`src/rtl/smc_phase_decoder.sv`:
```
// -----------------------------------------------------------------------------
// smc_phase_decoder
//
// Receive-side decoder for a 4-phase stepper coil pattern. Watches smc[3:0],
// reconstructs step events and direction, keeps a signed (wrapping) position
// count and raises sticky flags for illegal patterns and skipped phases.
//
// Phase codes: P1=1001, P2=0011, P3=0110, P4=1100, OFF=0000, anything else is
// illegal. Forward order is P1->P2->P3->P4->P1.
//
// smc is registered into smc_q; the decoder acts on smc_q and all outputs are
// registered, so a pattern change is visible on the outputs two edges later.
//
// Optional feature (compile-time macro SMC_DEBOUNCE_EN):
//   When defined, smc_q must hold the same value for DEB_CYC consecutive
//   cycles before the decoder acts on it (once per stable run). Shorter
//   glitches are ignored. Latency becomes DEB_CYC+1 edges.
//   When undefined, every sampled smc_q is acted on and DEB_CYC is unused.
//
// Parameters:
//   POS_W    width of the signed position counter
//   DEB_CYC  debounce hold length in cycles (>=1, SMC_DEBOUNCE_EN only)
//
// Ports:
//   clk          rising-edge clock
//   reset        asynchronous, active-low reset
//   smc          coil pattern under observation
//   clr          synchronous clear of position and error flags
//   step_pulse   one-cycle pulse per decoded step
//   dir_out      direction of the last step (1 = forward, 0 = reverse)
//   position     signed step count
//   phase        last accepted phase index 0..3 (P1..P4)
//   locked       high while tracking a valid phase sequence
//   err_illegal  sticky: a non-phase, non-zero pattern was seen
//   err_skip     sticky: a jump to the opposite phase was seen
// -----------------------------------------------------------------------------
module smc_phase_decoder #(
    parameter int POS_W   = 16,
    parameter int DEB_CYC = 4
) (
    input  logic                    clk,
    input  logic                    reset,
    input  logic [3:0]              smc,
    input  logic                    clr,
    output logic                    step_pulse,
    output logic                    dir_out,
    output logic signed [POS_W-1:0] position,
    output logic [1:0]              phase,
    output logic                    locked,
    output logic                    err_illegal,
    output logic                    err_skip
);

    typedef enum logic [1:0] {
        IDLE  = 2'd0,
        TRACK = 2'd1,
        ERR   = 2'd2
    } state_t;

    state_t                  state_q, state_d;
    logic [3:0]              smc_q;
    logic                    act;

    logic                    pat_is_off;
    logic                    pat_is_phase;
    logic [1:0]              pat_idx;
    logic [1:0]              idx_diff;

    logic                    step_d;
    logic                    dir_d;
    logic signed [POS_W-1:0] pos_d;
    logic [1:0]              phase_d;
    logic                    eil_d;
    logic                    esk_d;

    // Input sampling register.
    // NOTE: sequential state is always assigned with <= so every flop samples
    // the pre-edge values of its sources, independent of block ordering.
    always_ff @(posedge clk or negedge reset) begin
        if (!reset) begin
            smc_q <= 4'b0000;
        end else begin
            smc_q <= smc;
        end
    end

`ifdef SMC_DEBOUNCE_EN
    // hold_cnt counts how many edges smc_q has kept its current value.
    // The decoder acts exactly once, on the edge where the count equals
    // DEB_CYC; afterwards it parks at DEB_CYC+1 until smc_q changes again.
    localparam int               CNT_W    = $clog2(DEB_CYC + 2);
    localparam logic [CNT_W-1:0] CNT_ACT  = CNT_W'(DEB_CYC);
    localparam logic [CNT_W-1:0] CNT_DONE = CNT_W'(DEB_CYC + 1);

    logic [CNT_W-1:0] hold_cnt;

    always_ff @(posedge clk or negedge reset) begin
        if (!reset) begin
            // smc_q resets to OFF, which needs no action: start already spent.
            hold_cnt <= CNT_DONE;
        end else if (smc != smc_q) begin
            hold_cnt <= CNT_W'(1);
        end else if (hold_cnt != CNT_DONE) begin
            hold_cnt <= hold_cnt + CNT_W'(1);
        end
    end

    assign act = (hold_cnt == CNT_ACT);
`else
    logic deb_cyc_unused;
    assign deb_cyc_unused = (DEB_CYC < 1);
    assign act            = 1'b1;
`endif

    // Pattern decode of the sampled coil state.
    always_comb begin
        pat_is_off   = (smc_q == 4'b0000);
        pat_is_phase = 1'b1;
        pat_idx      = 2'd0;
        case (smc_q)
            4'b1001: pat_idx = 2'd0;
            4'b0011: pat_idx = 2'd1;
            4'b0110: pat_idx = 2'd2;
            4'b1100: pat_idx = 2'd3;
            default: pat_is_phase = 1'b0;
        endcase
    end

    // Modulo-4 distance from the current phase: 1 = forward, 3 = reverse,
    // 2 = opposite phase (a skipped step), 0 = unchanged.
    assign idx_diff = pat_idx - phase;

    // Next-state and next-output logic.
    // NOTE: every variable gets a default at the top of the block so no path
    // leaves it unassigned, which would otherwise infer a latch.
    always_comb begin
        state_d = state_q;
        step_d  = 1'b0;
        dir_d   = dir_out;
        pos_d   = position;
        phase_d = phase;
        eil_d   = err_illegal;
        esk_d   = err_skip;

        if (act) begin
            case (state_q)
                IDLE: begin
                    if (pat_is_phase) begin
                        // Homing: adopt the phase without counting a step.
                        state_d = TRACK;
                        phase_d = pat_idx;
                    end else if (!pat_is_off) begin
                        state_d = ERR;
                        eil_d   = 1'b1;
                    end
                end
                TRACK: begin
                    if (pat_is_phase) begin
                        phase_d = pat_idx;
                        case (idx_diff)
                            2'd1: begin
                                step_d = 1'b1;
                                dir_d  = 1'b1;
                                pos_d  = position + POS_W'(1);
                            end
                            2'd3: begin
                                step_d = 1'b1;
                                dir_d  = 1'b0;
                                pos_d  = position - POS_W'(1);
                            end
                            2'd2:    esk_d = 1'b1;
                            default: ;
                        endcase
                    end else if (pat_is_off) begin
                        state_d = IDLE;
                    end else begin
                        state_d = ERR;
                        eil_d   = 1'b1;
                    end
                end
                ERR: begin
                    if (pat_is_phase) begin
                        state_d = TRACK;
                        phase_d = pat_idx;
                    end else if (pat_is_off) begin
                        state_d = IDLE;
                    end
                end
                default: state_d = IDLE;
            endcase
        end

        // Clear wins over any same-cycle count or error update; the step
        // pulse, direction, phase and FSM state still advance normally.
        if (clr) begin
            pos_d = '0;
            eil_d = 1'b0;
            esk_d = 1'b0;
        end
    end

    // State and output registers.
    always_ff @(posedge clk or negedge reset) begin
        if (!reset) begin
            state_q     <= IDLE;
            step_pulse  <= 1'b0;
            dir_out     <= 1'b0;
            position    <= '0;
            phase       <= 2'd0;
            locked      <= 1'b0;
            err_illegal <= 1'b0;
            err_skip    <= 1'b0;
        end else begin
            state_q     <= state_d;
            step_pulse  <= step_d;
            dir_out     <= dir_d;
            position    <= pos_d;
            phase       <= phase_d;
            locked      <= (state_d == TRACK);
            err_illegal <= eil_d;
            err_skip    <= esk_d;
        end
    end

endmodule

```
`config.mk`:
```
export PLATFORM = sky130hd
export DESIGN_NAME = smc_phase_decoder
export DESIGN_NICKNAME = d
export VERILOG_FILES = /design/src/rtl/smc_phase_decoder.sv
export SDC_FILE = /design/constraint.sdc
export NUM_CORES = 1
export LEC_CHECK = 0
export ABC_CLOCK_PERIOD_IN_PS = 6180
export BUFFER_PORTS_ARGS = -buffer_cell sky130_fd_sc_hd__buf_2
export CAP_MARGIN = 20
export CORE_MARGIN = 4
export CORE_UTILIZATION = 32
export CTS_CLUSTER_DIAMETER = 40
export CTS_CLUSTER_SIZE = 12
export DETAILED_ROUTE_END_ITERATION = 10
export GPL_TIMING_DRIVEN = 0
export HOLD_SLACK_MARGIN = 0.15
export PLACE_DENSITY = 0.57
export SLEW_MARGIN = 20
export SYNTH_ARGS = -nofsm -noshare
export SYNTH_HDL_FRONTEND = slang
export SYNTH_SLANG_ARGS = --single-unit
```
`constraint.sdc`:
```
create_clock -name clk -period 6.18 [get_ports clk]
set_input_delay 0.927 -clock clk [delete_from_list [all_inputs] [get_ports clk]]
set_output_delay 0.927 -clock clk [all_outputs]
set_load 0.05 [all_outputs]
```
==> run summary <==
==============================================================================
Post-Syn Instances                                                         195
Number of distinct library cells after synthesis                            50
Launching element type of the critical path                               flop
Total Die Area                                                        6930 µm²
Share of layout cells above drive strength 1                             0.211
Last weighted congestion value of the routability-driven placer          0.820
CTS-repair resized insts                                                     0
Average via count per standard cell                                       5.10
CP dominant cell by count                                         sky130_fd_sc_hd__ha_1
Number of antenna cells inserted                                             0
Top_reg_cell synth                                                sky130_fd_sc_hd__dfrtp_1
Antenna violations before repair                                             0
Maximum operating frequency                                            265 MHz
Syn Nets                                                                   206
Routed length per placed instance                                      14.2 µm
Depth of the worst register-to-register path                                14
Post-Synthesis Cell Area                                              1810 µm²
Count of flip-flops with a built-in enable after synthesis                   0
Clock sink count                                                            29
Post-route minimum period                                              3780 ps
Clock Latency Late Sink                                                 280 ps
Number of storage elements in the synthesis netlist                         29
Worst path arrival time                                                3940 ps
Launch instance of the worst register-to-register path            smc_q[2]$_DFF_PN0_
Final count of pins violating max slew                                       0
Total number of yosys warnings                                               0
Tightest Pin Transition                                                 677 ps
Port Buffers                                                                29
Worst slew margin relative to its limit                                  0.549
Htree depth                                                                  2
Final number of setup-violating endpoints                                    0
Crit path depth                                                             14
Grt total ovfl                                                               0
DIE WIDTH                                                              83.2 µm
Deepest clock path buffer count                                              2
Peak fanout along the critical path                                          9
Post-CTS setup buffer count                                                  0
Die height                                                             83.2 µm
Result of the run                                                 complete, no violations
Clock tree root driver cell                                       sky130_fd_sc_hd__clkbuf_8
CTS Buf Count                                                                5
Post-route DRC                                                               0
Part of the cycle the worst path needs                                   0.612
Syn-to-layout area delta                                                 19.4%
Number of iterations in the first detailed-routing pass                      4
Worst voltage drop across the vdd grid                               0.0810 mV
Reg-to-Reg End                                                    position[8]$_DFFE_PN0P_
Setup Total Neg Slack                                                     0 ps
Hold crit path type                                               flop to flop
Antenna violation net count after detailed routing                           0
Critical Path Start                                               smc_q[2]$_DFF_PN0_
Overall via count from detail_route                                       1550
Clock slew at reported path FFs                                          70 ps
Areal power density over the cells                                  278 nW/µm²
Layout net count                                                           242
Num rows                                                                    27
Cell family contributing the most delay on the critical path      simple AND/OR/NAND/NOR gates
Sum of net half-perimeters after detailed placement                    3.09 mm
Post-synthesis sequential area ratio                                     0.401
Leakage power of the design                                           0.998 nW
Initial standard-cell utilization of the core                            0.329
Placeable core region                                                 5510 µm²
Number of top-level pins                                                    30
Max-capacitance violation count                                              0
Critical Path RT                                                       6340 ps
Iteration-0 DRC Markers                                                     75
Routed WL                                                              4.30 mm
Worst clock skew on the final layout                                   4.60 ps
Critical Path, Cell by Cell                                       nor2_1 > and3_1 > a31oi_1 > ha_1 > xor2_2 > o211a_1 > nor2_4 > xnor2_1 > ha_1 > nor3_1 > nand2_1 > or4_1 > a21oi_1 > mux2_1
Share of flip-flops with an asynchronous set or reset                     1.00
Post-CTS Hold Fix Bufs                                                       0
RSZ-0062 raised after global routing                                        no
Average cell area after synthesis                                     9.29 µm²
Global-route wire length before repair                                 7.50 mm
Final hold slack                                                        487 ps
CTS tree                                                                 built
Commonest cells after routing, fill and taps aside                30 x sky130_fd_sc_hd__buf_2, 29 x sky130_fd_sc_hd__dfrtp_1, 22 x sky130_fd_sc_hd__nor2_1
Buffers and inverters on the worst path                                      0
Total global routing track utilization                                   0.131
Highest cell delay on the worst timing path                             420 ps
Worst Setup End Kind                                                      flop
Hold violation count in the final report                                     0
Most common library cell in the layout ignoring fill and taps     sky130_fd_sc_hd__buf_2
CP max-delay cell                                                 sky130_fd_sc_hd__dfrtp_1
Via count of the first global-routing pass                                1522
Critical Setup Path Class                                         flop to flop
Critical Path Sink                                                position[8]$_DFFE_PN0P_
Maximum number of pins on one net before global-route repair                30
R2R setup slack                                                        2400 ps
==============================================================================
## stage by stage
stage          cell area (µm²)  setup WS, ps  power, W  utilization  instances
2_1_floorplan             1810          2880  0.000359            -        195
3_3_place_gp              2050          2480  0.000397        0.372        296
3_5_place_dp              2050          2490  0.000399        0.372        296
4_1_cts                   2160          2440  0.000609        0.393        304
5_1_grt                   2160          2100  0.000635        0.393        304
6_report                  2160          2400  0.000600        0.393        304
## registers in the layout (all words and copies together), names as in the netlist, 2 cells and up
name,count
phase,2
position,16
smc_q,4
state_q,2
## logic make-up (layout without fill, tap and decap cells)
kind of cell               Yosys count  in the layout  synth area share
AOI/OAI and AO/OA                   45             45             0.170
xor gates and xnor gates            13             13            0.0711
and+or+nand+nor                     85             85             0.271
adders and majority gates            4              4            0.0276
muxes                                5              5            0.0297
buffers and inverters               14             51            0.0297
DFF                                 29             29             0.401
## layer usage
metal | track usage | vias up | part of all wire | wire [µm]
met1 | 0.177 | 730 | 0.50 | 2150
li1 | - | 788 | - | -
met4 | 0.0579 | 0 | 0.022 | 94
met5 | 0 | - | 0 | 0
met3 | 0.0357 | 8 | 0.033 | 141
met2 | 0.195 | 24 | 0.45 | 1920
## area by class of cell
type | instances | area [µm²]
sequential | 29 | 726
multi-input combinational | 152 | 1030
tap | 72 | 90.1
timing repair buffer | 29 | 145
clock inverter | 1 | 30.0
buffer | 7 | 27.5
clock buffer | 7 | 86.3
inverter | 7 | 26.3
fill | 578 | 3340
## worst reg2reg max path, cell delays in order, from the launching register on
cell and delay [ps]:
sky130_fd_sc_hd__dfrtp_1 420, sky130_fd_sc_hd__nor2_1 70, sky130_fd_sc_hd__and3_1 180, sky130_fd_sc_hd__a31oi_1 240
sky130_fd_sc_hd__ha_1 240, sky130_fd_sc_hd__xor2_2 320, sky130_fd_sc_hd__o211a_1 350, sky130_fd_sc_hd__nor2_4 110
sky130_fd_sc_hd__xnor2_1 160, sky130_fd_sc_hd__ha_1 260, sky130_fd_sc_hd__nor3_1 240, sky130_fd_sc_hd__nand2_1 130
sky130_fd_sc_hd__or4_1 420, sky130_fd_sc_hd__a21oi_1 180, sky130_fd_sc_hd__mux2_1 340
## cell usage after synthesis (3+ instances only)
master                      n  area (µm²)
sky130_fd_sc_hd__nor4_1     3        18.8
sky130_fd_sc_hd__and3_1     5        31.3
sky130_fd_sc_hd__a21oi_1   15        75.1
sky130_fd_sc_hd__a31oi_1    4        25.0
sky130_fd_sc_hd__inv_1      6        22.5
sky130_fd_sc_hd__nor4b_1    3        26.3
sky130_fd_sc_hd__xor2_1     4        35.0
sky130_fd_sc_hd__dfrtp_1   29         726
sky130_fd_sc_hd__nor2b_1    6        37.5
sky130_fd_sc_hd__nand2_1   11        41.3
sky130_fd_sc_hd__a211oi_1   3        22.5
sky130_fd_sc_hd__or4_1      4        30.0
sky130_fd_sc_hd__nor3_1     8        40.0
sky130_fd_sc_hd__clkbuf_1   6        22.5
sky130_fd_sc_hd__ha_1       4        50.1
sky130_fd_sc_hd__nand3_1    8        40.0
sky130_fd_sc_hd__xnor2_1    7        61.3
sky130_fd_sc_hd__nor2_1    22        82.6
sky130_fd_sc_hd__o21a_1     4        30.0
sky130_fd_sc_hd__or3_1      3        18.8
sky130_fd_sc_hd__o21ai_0    6        30.0
## power breakdown
group / leakage (nW) / internal, W / total, W / switching (W)
combinational: 0.554 / 0.0000611 / 0.000181 / 0.000120
clock: 0.0585 / 0.000131 / 0.000206 / 0.0000743
sequential: 0.385 / 0.000203 / 0.000213 / 0.0000109
## how the worst min path moves through the flow
stage	startpoint	endpoint	slack, ps	cells past startpoint
finish	dir_out$_DFFE_PN0P_	dir_out$_DFFE_PN0P_	490	1
global route	dir_out$_DFFE_PN0P_	dir_out$_DFFE_PN0P_	520	1
CTS	dir_out$_DFFE_PN0P_	dir_out$_DFFE_PN0P_	490	1
detailed placement	dir_out$_DFFE_PN0P_	dir_out$_DFFE_PN0P_	480	1
global placement	dir_out$_DFFE_PN0P_	dir_out$_DFFE_PN0P_	470	1
floorplan	state_q[0]$_DFF_PN0_	state_q[1]$_DFF_PN0_	440	1
No activity file was read; power rests on OpenSTA's default activity.
